<file path="src/rtl/ex_wb_dest_pipe.sv">
// ============================================================================
//  Module      : ex_wb_dest_pipe
//  Description : EX/MEM and MEM/WB destination/write-back pipeline registers
//                with register-file write port and EX operand-forward selects.
//  Revision    : 1.0 - initial release
// ============================================================================
`default_nettype none

module ex_wb_dest_pipe #(
    parameter int REG_ADDR_W = 5,
    parameter int DATA_W     = 32
) (
    input  logic                  clk,
    input  logic                  rst,
    input  logic                  hold,
    input  logic                  flush,
    input  logic                  ex_valid,
    input  logic [REG_ADDR_W-1:0] ex_dest_reg,
    input  logic                  ex_reg_write,
    input  logic                  ex_mem_to_reg,
    input  logic [DATA_W-1:0]     ex_alu_result,
    input  logic [REG_ADDR_W-1:0] ex_rs,
    input  logic [REG_ADDR_W-1:0] ex_rt,
    input  logic [DATA_W-1:0]     mem_rdata,
    output logic                  mem_valid,
    output logic [REG_ADDR_W-1:0] mem_dest_reg,
    output logic                  mem_reg_write,
    output logic                  mem_mem_to_reg,
    output logic [DATA_W-1:0]     mem_alu_result,
    output logic                  wb_valid,
    output logic [REG_ADDR_W-1:0] wb_dest_reg,
    output logic                  wb_reg_write,
    output logic [DATA_W-1:0]     wb_data,
    output logic [1:0]            fwd_a,
    output logic [1:0]            fwd_b
);

    localparam logic [REG_ADDR_W-1:0] c_REG_ZERO  = '0;
    localparam logic [1:0]            c_FWD_NONE  = 2'b00;
    localparam logic [1:0]            c_FWD_WB    = 2'b01;
    localparam logic [1:0]            c_FWD_MEM   = 2'b10;
    localparam logic [1:0]            c_FWD_LOAD  = 2'b11;

    logic                  w_we_ex;
    logic                  w_ex_take;

    logic                  mem_valid_q,      mem_valid_d;
    logic [REG_ADDR_W-1:0] mem_dest_reg_q,   mem_dest_reg_d;
    logic                  mem_reg_write_q,  mem_reg_write_d;
    logic                  mem_mem_to_reg_q, mem_mem_to_reg_d;
    logic [DATA_W-1:0]     mem_alu_result_q, mem_alu_result_d;

    logic                  wb_valid_q,       wb_valid_d;
    logic [REG_ADDR_W-1:0] wb_dest_reg_q,    wb_dest_reg_d;
    logic                  wb_reg_write_q,   wb_reg_write_d;
    logic [DATA_W-1:0]     wb_data_q,        wb_data_d;

    // r0 is hard-wired zero, so an instruction targeting it never writes.
    assign w_we_ex   = ex_valid & ex_reg_write & (ex_dest_reg != c_REG_ZERO);
    assign w_ex_take = ex_valid & ~flush;

    always_comb begin
        mem_valid_d      = mem_valid_q;
        mem_dest_reg_d   = mem_dest_reg_q;
        mem_reg_write_d  = mem_reg_write_q;
        mem_mem_to_reg_d = mem_mem_to_reg_q;
        mem_alu_result_d = mem_alu_result_q;
        if (!hold) begin
            if (w_ex_take) begin
                mem_valid_d      = ex_valid;
                mem_dest_reg_d   = ex_dest_reg;
                mem_reg_write_d  = w_we_ex;
                mem_mem_to_reg_d = ex_mem_to_reg & ex_valid;
                mem_alu_result_d = ex_alu_result;
            end else begin
                mem_valid_d      = 1'b0;
                mem_dest_reg_d   = c_REG_ZERO;
                mem_reg_write_d  = 1'b0;
                mem_mem_to_reg_d = 1'b0;
                mem_alu_result_d = '0;
            end
        end
    end

    always_comb begin
        wb_valid_d     = wb_valid_q;
        wb_dest_reg_d  = wb_dest_reg_q;
        wb_reg_write_d = wb_reg_write_q;
        wb_data_d      = wb_data_q;
        if (!hold) begin
            wb_valid_d     = mem_valid_q;
            wb_dest_reg_d  = mem_dest_reg_q;
            wb_reg_write_d = mem_reg_write_q;
            wb_data_d      = mem_mem_to_reg_q ? mem_rdata : mem_alu_result_q;
        end
    end

    // Reset beats hold: a stalled pipe still clears on rst.
    always_ff @(posedge clk) begin
        if (rst) begin
            mem_valid_q      <= 1'b0;
            mem_dest_reg_q   <= c_REG_ZERO;
            mem_reg_write_q  <= 1'b0;
            mem_mem_to_reg_q <= 1'b0;
            mem_alu_result_q <= '0;
            wb_valid_q       <= 1'b0;
            wb_dest_reg_q    <= c_REG_ZERO;
            wb_reg_write_q   <= 1'b0;
            wb_data_q        <= '0;
        end else begin
            mem_valid_q      <= mem_valid_d;
            mem_dest_reg_q   <= mem_dest_reg_d;
            mem_reg_write_q  <= mem_reg_write_d;
            mem_mem_to_reg_q <= mem_mem_to_reg_d;
            mem_alu_result_q <= mem_alu_result_d;
            wb_valid_q       <= wb_valid_d;
            wb_dest_reg_q    <= wb_dest_reg_d;
            wb_reg_write_q   <= wb_reg_write_d;
            wb_data_q        <= wb_data_d;
        end
    end

    // EX/MEM is checked first so the newest producer of a register wins.
    function automatic logic [1:0] fwd_sel(
        input logic [REG_ADDR_W-1:0] src,
        input logic                  m_we,
        input logic                  m_ld,
        input logic [REG_ADDR_W-1:0] m_dst,
        input logic                  w_we,
        input logic [REG_ADDR_W-1:0] w_dst
    );
        logic [1:0] sel;
        sel = c_FWD_NONE;
        if (src != c_REG_ZERO) begin
            if (m_we && (m_dst == src)) begin
                sel = m_ld ? c_FWD_LOAD : c_FWD_MEM;
            end else if (w_we && (w_dst == src)) begin
                sel = c_FWD_WB;
            end
        end
        return sel;
    endfunction

    always_comb begin
        fwd_a = fwd_sel(ex_rs, mem_reg_write_q, mem_mem_to_reg_q, mem_dest_reg_q,
                        wb_reg_write_q, wb_dest_reg_q);
        fwd_b = fwd_sel(ex_rt, mem_reg_write_q, mem_mem_to_reg_q, mem_dest_reg_q,
                        wb_reg_write_q, wb_dest_reg_q);
    end

    assign mem_valid      = mem_valid_q;
    assign mem_dest_reg   = mem_dest_reg_q;
    assign mem_reg_write  = mem_reg_write_q;
    assign mem_mem_to_reg = mem_mem_to_reg_q;
    assign mem_alu_result = mem_alu_result_q;
    assign wb_valid       = wb_valid_q;
    assign wb_dest_reg    = wb_dest_reg_q;
    assign wb_reg_write   = wb_reg_write_q;
    assign wb_data        = wb_data_q;

endmodule

`default_nettype wire

</file>
<file path="config.mk">
export PLATFORM = sky130hd
export DESIGN_NAME = ex_wb_dest_pipe
export DESIGN_NICKNAME = d
export VERILOG_FILES = /design/src/rtl/ex_wb_dest_pipe.sv
export SDC_FILE = /design/constraint.sdc
export NUM_CORES = 1
export LEC_CHECK = 0
export BUFFER_PORTS_ARGS = -buffer_cell sky130_fd_sc_hd__buf_2
export CAP_MARGIN = 20
export CORE_MARGIN = 1.5
export CORE_UTILIZATION = 45
export DETAILED_ROUTE_END_ITERATION = 8
export HOLD_SLACK_MARGIN = 0.02
export PLACE_DENSITY = 0.79
export SETUP_SLACK_MARGIN = 0.3
export SLEW_MARGIN = 20
export SYNTH_ARGS = -nofsm -noshare
export SYNTH_HDL_FRONTEND = slang
export SYNTH_SLANG_ARGS = --single-unit
</file>
<file path="constraint.sdc">
create_clock -name clk -period 1.4 [get_ports clk]
set_input_delay 0.21 -clock clk [delete_from_list [all_inputs] [get_ports clk]]
set_output_delay 0.21 -clock clk [all_outputs]
set_load 0.01 [all_outputs]
</file>
==> results of run 1 <==
==> worst min-delay path, cell delays in order <==
cell and delay (ns):
buf_2 0.08, a22oi_1 0.05, nor2_1 0.08
==> what timing repair did <==
| action | in CTS | in global routing |
|---|---|---|
| pin swaps | 10 | 5 |
| cloned | 3 | 0 |
| setup endpoints to repair | 45 | 56 |
| setup buffers | 3 | 0 |
| hold endpoints to repair | 0 | 0 |
| gates resized for setup | 32 | 24 |
==> cell families after synthesis <==
logic type,after synthesis,synth area share
AO/OA/AOI/OAI,77,0.1502
XOR/XNOR,20,0.05271
buffers and inverters,29,0.03765
flip-flops,79,0.4759
multiplexers,39,0.1175
AND/OR/NAND/NOR,131,0.1660
==> synthesized netlist by cell type, drive strengths merged <==
| master | count |
|---|---|
| o2bb2ai | 1 |
| nand4b | 1 |
| a211oi | 1 |
| nor3 | 2 |
| o21bai | 1 |
| buf | 10 |
| clkbuf | 19 |
| or4 | 3 |
| a21oi | 34 |
| mux2i | 39 |
| nor4 | 1 |
| nand4 | 3 |
| dfxtp | 79 |
| nand2 | 3 |
| o211ai | 2 |
| nor2b | 1 |
| nand3 | 1 |
| a22oi | 38 |
| nor3b | 1 |
| xnor2 | 10 |
| xor2 | 10 |
| nor2 | 115 |
==> routing by layer <==
metal | track usage | up-vias | wire (um)
met5 | 0 | - | 0
met4 | 0.1091 | 0 | 181
met3 | 0.04894 | 20 | 608
met2 | 0.4070 | 123 | 4917
met1 | 0.2654 | 1517 | 3724
li1 | - | 1637 | -
==> through the flow <==
| stage | area [um^2] | std cells | hold slack (ns) | setup WS (ns) |
|---|---|---|---|---|
| 2_1_floorplan | 3407 | 375 | 0.3528 | 0.03354 |
| 5_1_grt | 4969 | 655 | 0.08893 | -0.4800 |
| 4_1_cts | 4893 | 655 | 0.08150 | -0.4128 |
| 6_report | 4969 | 655 | 0.09657 | -0.4153 |
| 3_5_place_dp | 4437 | 633 | 0.4484 | -0.1950 |
| 3_3_place_gp | 4437 | 633 | 0.4371 | -0.1764 |
==> layout make-up <==
class | instances | area share
multi-input combinational | 267 | 0.3468
sequential | 79 | 0.3294
timing repair buffer | 194 | 0.2513
clock buffer | 10 | 0.02569
tap | 99 | 0.02493
clock inverter | 6 | 0.02191
==> how the worst max path moves through the flow <==
stage | startpoint | end | slack, ns
4_1_cts | mem_dest_reg[3] | fwd_a[0] | -0.41
2_1_floorplan | mem_dest_reg[2] | fwd_a[0] | 0.03
5_1_grt | mem_dest_reg[3] | fwd_a[0] | -0.48
6_report | mem_dest_reg[3] | fwd_a[0] | -0.42
3_3_place_gp | ex_rs[2] | fwd_a[0] | -0.18
3_5_place_dp | ex_rs[2] | fwd_a[0] | -0.20
==> cell usage in the layout, fill, tap and decap left out, types with 11 or more instances in the layout <==
master / n
dfxtp_1: 57
dfxtp_4: 11
buf_4: 14
nor2_1: 111
buf_2: 158
a22oi_1: 38
mux2i_1: 35
dfxtp_2: 11
buf_6: 12
a21oi_1: 34
==> where the power goes <==
part | switching (mW) | internal (mW)
combinational | 0.296 | 0.282
sequential | 0.0362 | 2.28
clock | 0.789 | 1.18
==> impl_metrics.toml, run 1 <==
[floorplan]
die_h_um = 88.94
die_w_um = 88.94
core_area_um2 = 7214
start_util = 0.4606
row_count = 31
dieArea_um2 = 7909
ios = 169

[final_layout]
nets = 637
fillers = 593
multiInputGateArea_um2 = 1723
area_growth_pct = 49.51
n_antenna_cell = 0
drive_above_1_share = 0.4568
regArea_um2 = 1637
utilization = 0.6887

[clocking]
root_buffer = "clkbuf_8"
holdBufCountCts = 0
clk_latency_ns = 0.34
cts_max_path_buffers = 2
htreeDepth = 3
cts.sinks = 79
cts_buffers = 9
cts_tree = "yes"
clkTransAtPathRegs_ns = 0.08

[pwr]
total_power_mw = 4.863
irDropWorstVdd_uv = 830.9
powerDensity_nw_per_um2 = 978.7
power_leakage_nw = 2.254

[sta]
worst_slew_pin_slew_ns = 0.4817
clock_skew_ns = 0.01012
timing.slew.headroom = 0.6788
fmax_ghz = 0.5509
finalSetupViolCount = 4
timing.setup.tns_ns = -1.327
final_max_slew_viol_count = 0
fin_ws_ns = -0.4153
fin_crit_sh = 1.297
grt_setup_unrepaired = "yes"
layout_min_cycle_time_ns = 1.815
hold_viol = 0

[setup_path]
cpPeakStageDelay_ns = 0.36
timing_worst_setup_path_type = "flip-flop to output port"
r2r-end = "wb_data[15]"
end_kind = "output port"
required_ns = 1.19
cp.arrival_ns = 1.61
critical-path-slowest-cell = "dfxtp_4"
path_depth = 5
critPathMaxFanout = 3
worstPathCellList = "xor2_2 > nor4_4 > nand4b_1 > o21bai_1 > buf_2"
cp_top_family = "simple AND/OR/NAND/NOR gates"
reg2reg_from = "mem_mem_to_reg"
reg2reg_slack_ns = 0.10
cp_num_buf_inv = 1
reg2reg_depth = 7
critPathLaunchType = "flip-flop"

[yosys]
yosys.area.top_type = "dfxtp_1"
syn_area_um2 = 3323
seq_area_frac_synth = 0.4759
ys_ff_latch = 79
synth.area.top_cells = "dfxtp_1 48%, nor2_1 13%, mux2i_1 12%"
ys_warn_count = 0
avgSynthCellArea_um2 = 8.862
yosysTopAreaCellShare = 0.4759
synth_cells = 375
synth_nets = 461
synthDistinctLibCells = 26

[placement]
dp_hpwl_mm = 6.313
portBuffers = 168
gp_congestion = 0.8229

[global_route]
grt_max_degree = 112
grt_overflow_total = 0
grt_pass1_wl_mm = 13.86
antenna_found_initial = 0
grt_pass1_vias = 2980
grtUsageTotal = 0.2300

[routing]
vias_per_cell = 5.034
detail_route.drc_violations = 0
routed_wl_mm = 9.432
drt_iter0_markers = 114
vias = 3297
drt_first_pass_iters = 4
wl_per_cell_um = 14.40
ant_nets = 0

[hold_path]
min_path_type = "input port to flip-flop"
min_from = "ex_alu_result[7]"
worstHoldEndpoint = "mem_alu_result[7]"
hold-path-cell-count = 3

[status]
status = "finished, violations left"
violations = "setup timing"

[job]
maxCapViolCount = 0
No activity file was read; power rests on OpenSTA's default activity.
==> inputs of run 2 (changes only) <==
- CORE_UTILIZATION: 45 -> 47
- CTS_BUF_LIST: not set -> sky130_fd_sc_hd__clkbuf_2 sky130_fd_sc_hd__clkbuf_4 sky130_fd_sc_hd__clkbuf_8
- PLACE_DENSITY: 0.79 -> 0.82
==> impl_metrics.toml, run 2 (synthesis results as in run 1) <==
[final_layout]
nets = 646
layout_common_cells = "162 x buf_2, 111 x nor2_1, 54 x dfxtp_1, 37 x mux2i_1, 36 x a22oi_1"
n_antenna_cell = 0
drive_above_1_share = 0.4673
fin_area_um2 = 4922
area_growth_pct = 48.12
layout_commonest_cell = "buf_2"

[routing]
detail_route.drc_violations = 0
wl_per_cell_um = 14.25
drt_first_pass_iters = 4
drt_iter0_markers = 137
ant_nets = 0
vias_per_cell = 5.041
routed_wl_mm = 9.416
vias = 3332

[sta]
fin_crit_sh = 1.307
grt_setup_unrepaired = "yes"
timing.slew.headroom = 0.7701
layout_min_cycle_time_ns = 1.830
clock_skew_ns = 0.008873
fin_ws_ns = -0.4305
worst_slew_pin_slew_ns = 0.3449
timing.setup.tns_ns = -1.552
finalSetupViolCount = 4
fmax_ghz = 0.5463
hold_viol = 0
final_max_slew_viol_count = 0

[global_route]
antenna_found_initial = 0
grtUsageTotal = 0.2420
grtUsageMet2 = 0.4193
grt_max_degree = 80
grt_overflow_total = 0
grt_pass1_vias = 3166
grt_pass1_wl_mm = 14.41
met3_usage = 0.05782
grt_busiest_layer = "met2"
grt_util_met1 = 0.2922

[setup_path]
cpPeakStageDelay_ns = 0.36
critPathLaunchType = "flip-flop"
end_kind = "output port"
required_ns = 1.19
timing_worst_setup_path_type = "flip-flop to output port"
worstPathCellList = "xor2_2 > nor4_4 > buf_4 > nand2_1 > nor2_2 > buf_2"
cp.arrival_ns = 1.62
reg2reg_slack_ns = 0.11
critical-path-slowest-cell = "dfxtp_4"
critPathMaxFanout = 3

[clocking]
htreeDepth = 3
root_buffer = "clkbuf_8"
cts_tree = "yes"
cts_buffers = 9
clk_latency_ns = 0.34
cts_max_path_buffers = 2
cts.sinks = 79
clkTransAtPathRegs_ns = 0.08
holdBufCountCts = 0

[placement]
portBuffers = 168
dp_hpwl_mm = 6.368
place_area_um2 = 4428
dp_slack_ns = -0.1789
gp_congestion = 0.8756

[floorplan]
ios = 169
core_area_um2 = 6832
start_util = 0.4864
die_h_um = 87.09
die_w_um = 87.09
row_count = 30
dieArea_um2 = 7584

[pwr]
irDropWorstVdd_uv = 755.0
power_leakage_nw = 2.253
powerDensity_nw_per_um2 = 926.2

[job]
maxCapViolCount = 0

[status]
violations = "setup timing"
status = "finished, violations left"

[hold_path]
min_path_type = "input port to flip-flop"
-- run 2: changes by cell type in the layout (fill, tap and decap cells not counted), sizes merged --
cell and delta:
clkbuf +1, clkinvlp +2, clkinv -1, bufinv -2, buf +9
-- run 2: final timing paths --
kind,startpoint,cells past startpoint,endpoint
setup reg to reg,mem_mem_to_reg,7,wb_data[1]
setup / recovery,mem_dest_reg[2],6,fwd_a[1]
hold reg to reg,wb_data[20],2,wb_data[20]
hold / removal,ex_alu_result[9],3,mem_alu_result[9]
-- run 2: timing repair --
item                                   in CTS  in global routing
endpoints found under the hold margin       0                  0
setup endpoints to repair                  45                 58
setup buffers                               9                  4
resized for setup                          32                 27
cloned                                      1                  0
pin swaps                                   5                  8
-- run 2: layout make-up --
| cell class | instances | area [um^2] |
|---|---|---|
| fill | 536 | 1909 |
| multi-input combinational | 267 | 1699 |
| sequential | 79 | 1638 |
| timing repair buffer | 203 | 1267 |
| clock buffer | 11 | 138.9 |
| tap | 96 | 120.1 |
| clock inverter | 5 | 58.81 |
-- run 2: metrics by stage --
stage          utilization  total power, mW  hold WS [ns]  cells
5_1_grt             0.7205            4.736       0.09297    661
3_5_place_dp        0.6482            2.906        0.4495    631
2_1_floorplan            -            2.644        0.3528    375
3_3_place_gp        0.6482            2.891        0.4387    631
6_report            0.7205            4.559        0.1009    661
4_1_cts             0.7062            4.589       0.08323    657
-- run 2: worst max-delay path, delay by kind of cell, from the launching register on --
family	cells	cell delay, ns
buf+inv	2	0.29
simple gates	3	0.47
flops	1	0.36
xor+xnor	1	0.15
-- run 2: report_power, final --
part / total [mW] / switching, mW / internal, mW
clock: 1.67 / 0.804 / 0.864
sequential: 2.31 / 0.0354 / 2.28
combinational: 0.577 / 0.296 / 0.281
total: 4.56 / 1.14 / 3.42
-- run 2: routing by layer --
layer  wire length (um)  up-vias  part of all wire
li1                   -     1660                 -
met2               4729      122              0.50
met5                  0        -                 0
met4                143        0             0.015
met1               3993     1538              0.42
met3                549       12             0.058
==> inputs of run 3 (changes only) <==
- CELL_PAD_IN_SITES_DETAIL_PLACEMENT: not set -> 1
- CELL_PAD_IN_SITES_GLOBAL_PLACEMENT: not set -> 2
- CORE_UTILIZATION: 47 -> 26
- PLACE_DENSITY: 0.82 -> not set
- PLACE_DENSITY_LB_ADDON: not set -> 0.1
==> impl_metrics.toml, run 3 (synthesis results as in run 1) <==
[hold_path]
worstHoldEndpoint = "mem_alu_result[16]"
min_path_type = "input port to flip-flop"
hold-path-cell-count = 3
min_from = "ex_alu_result[16]"

[pwr]
switchingPower_mw = 1.202
sw_frac_of_total = 0.2559
power_leakage_nw = 2.321
powerDensity_nw_per_um2 = 893.1
irDropWorstVdd_uv = 407.5
combPwrFrac = 0.129
intPower_mw = 3.495
seq_power_share = 0.493
clkPwrFrac = 0.378

[sta]
fin_crit_sh = 1.325
timing.slew.headroom = 0.7507
fmax_ghz = 0.5392
grt_setup_unrepaired = "yes"
finalSetupViolCount = 4
worst_slew_pin_slew_ns = 0.3740
layout_min_cycle_time_ns = 1.855
timing.setup.tns_ns = -1.541
hold_viol = 0
final_max_slew_viol_count = 0
fin_ws_ns = -0.4546
clock_skew_ns = 0.007511

[clocking]
cts.sinks = 79
holdBufCountCts = 0
htreeDepth = 3
root_buffer = "clkbuf_8"
cts_tree = "yes"
clkTransAtPathRegs_ns = 0.09
cts_max_path_buffers = 2
cts_buffers = 9
clk_latency_ns = 0.36

[setup_path]
cp_num_buf_inv = 3
cpPeakStageDelay_ns = 0.35
r2r-end = "wb_data[30]"
worstPathCellList = "buf_4 > buf_6 > xor2_2 > nor2_2 > nand4_1 > o2bb2ai_2 > buf_2"
required_ns = 1.19
cp_top_family = "buffers and inverters"
critPathMaxFanout = 2
critPathLaunchType = "flip-flop"
reg2reg_from = "mem_mem_to_reg"
critical-path-slowest-cell = "dfxtp_4"
end_kind = "output port"
timing_worst_setup_path_type = "flip-flop to output port"
cp.arrival_ns = 1.64
reg2reg_depth = 8
reg2reg_slack_ns = 0.02

[routing]
ant_nets = 0
drt_iter0_markers = 166
wl_per_cell_um = 15.16
detail_route.drc_violations = 0
vias = 3409
routed_wl_mm = 11.24
drt_first_pass_iters = 4
vias_per_cell = 4.601

[floorplan]
row_count = 41
core_area_um2 = 12570
die_w_um = 116.1
dieArea_um2 = 13470
start_util = 0.2644
ios = 169
die_h_um = 116.1

[global_route]
grtUsageTotal = 0.1678
antenna_found_initial = 1
grt_max_degree = 80
grt_pass1_vias = 3375
grt_pass1_wl_mm = 17.22
grt_overflow_total = 0

[placement]
dp_hpwl_mm = 7.502
gp_congestion = 0.7672
portBuffers = 168
post-place-cells = 707

[final_layout]
fin_cells = 741
layout_commonest_cell = "buf_2"
layout_common_cells = "143 x buf_2, 111 x nor2_1, 49 x dfxtp_2, 37 x a22oi_1, 34 x a21oi_1"
nets = 649
drive_above_1_share = 0.5440
area_growth_pct = 58.28

[status]
violations = "setup timing"
status = "finished, violations left"

[job]
maxCapViolCount = 0
-- run 3: changes by cell type in the layout (fill, tap and decap cells not counted), moves of 5 or more --
cell,change
dfxtp_2,+34
buf_6,+13
mux2i_2,+5
dfxtp_1,-36
buf_2,-19
buf_4,+8
mux2i_1,-6
-- run 3: cell type report --
cell class | count | area (um^2)
Fill cell | 1498 | 7308
Multi-Input combinational cell | 267 | 1737
Sequential cell | 79 | 1688
Timing Repair Buffer | 206 | 1411
Tap cell | 172 | 215.2
Clock buffer | 11 | 151.4
Clock inverter | 5 | 55.05
Antenna cell | 1 | 2.502
-- run 3: how the worst max path moves through the flow --
stage	start	cells after the start	to	slack, ns
3_5_place_dp	ex_rs[2]	6	fwd_a[0]	-0.18
6_report	mem_dest_reg[2]	7	fwd_b[0]	-0.45
5_1_grt	mem_dest_reg[2]	5	fwd_a[0]	-0.54
3_3_place_gp	ex_rs[2]	6	fwd_a[0]	-0.17
4_1_cts	mem_dest_reg[2]	5	fwd_a[0]	-0.44
2_1_floorplan	mem_dest_reg[2]	4	fwd_a[0]	0.03
-- run 3: tightest hold or removal path, delay by kind of cell --
family | cells | cell delay, ns
buf+inv | 1 | 0.07
simple gates | 1 | 0.08
compound gates | 1 | 0.05
-- run 3: timing repair --
action / in CTS / in global routing
hold endpoints to repair: 0 / 0
resized for setup: 73 / 53
gates cloned: 2 / 0
pin swaps: 5 / 4
setup buffers: 8 / 7
setup endpoints to repair: 69 / 81
-- run 3: per-layer routing --
layer,vias up,GRT usage,wire length (um)
met4,0,0.07073,239
met2,109,0.2675,5165
li1,1663,-,-
met3,19,0.05387,795
met5,-,0,0
met1,1618,0.2091,5035
-- run 3: power groups by stage --
stage               registers, mW  clock network, mW  logic (mW)
floorplan                    2.40                  0       0.248
global placement             2.38                  0       0.540
detailed placement           2.38                  0       0.547
CTS                          2.31               1.87       0.587
global route                 2.32               1.97       0.664
finish                       2.32               1.78       0.606
-- run 3: through the flow --
step	power (mW)	hold WS, ns	utilization	area (um^2)	setup slack, ns
global route	4.956	0.06138	0.4185	5260	-0.5431
finish	4.698	0.07387	0.4185	5260	-0.4546
floorplan	2.644	0.3528	-	3407	0.03354
detailed placement	2.925	0.4510	0.3599	4523	-0.1823
global placement	2.916	0.4373	0.3599	4523	-0.1691
CTS	4.770	0.04554	0.4020	5052	-0.4440
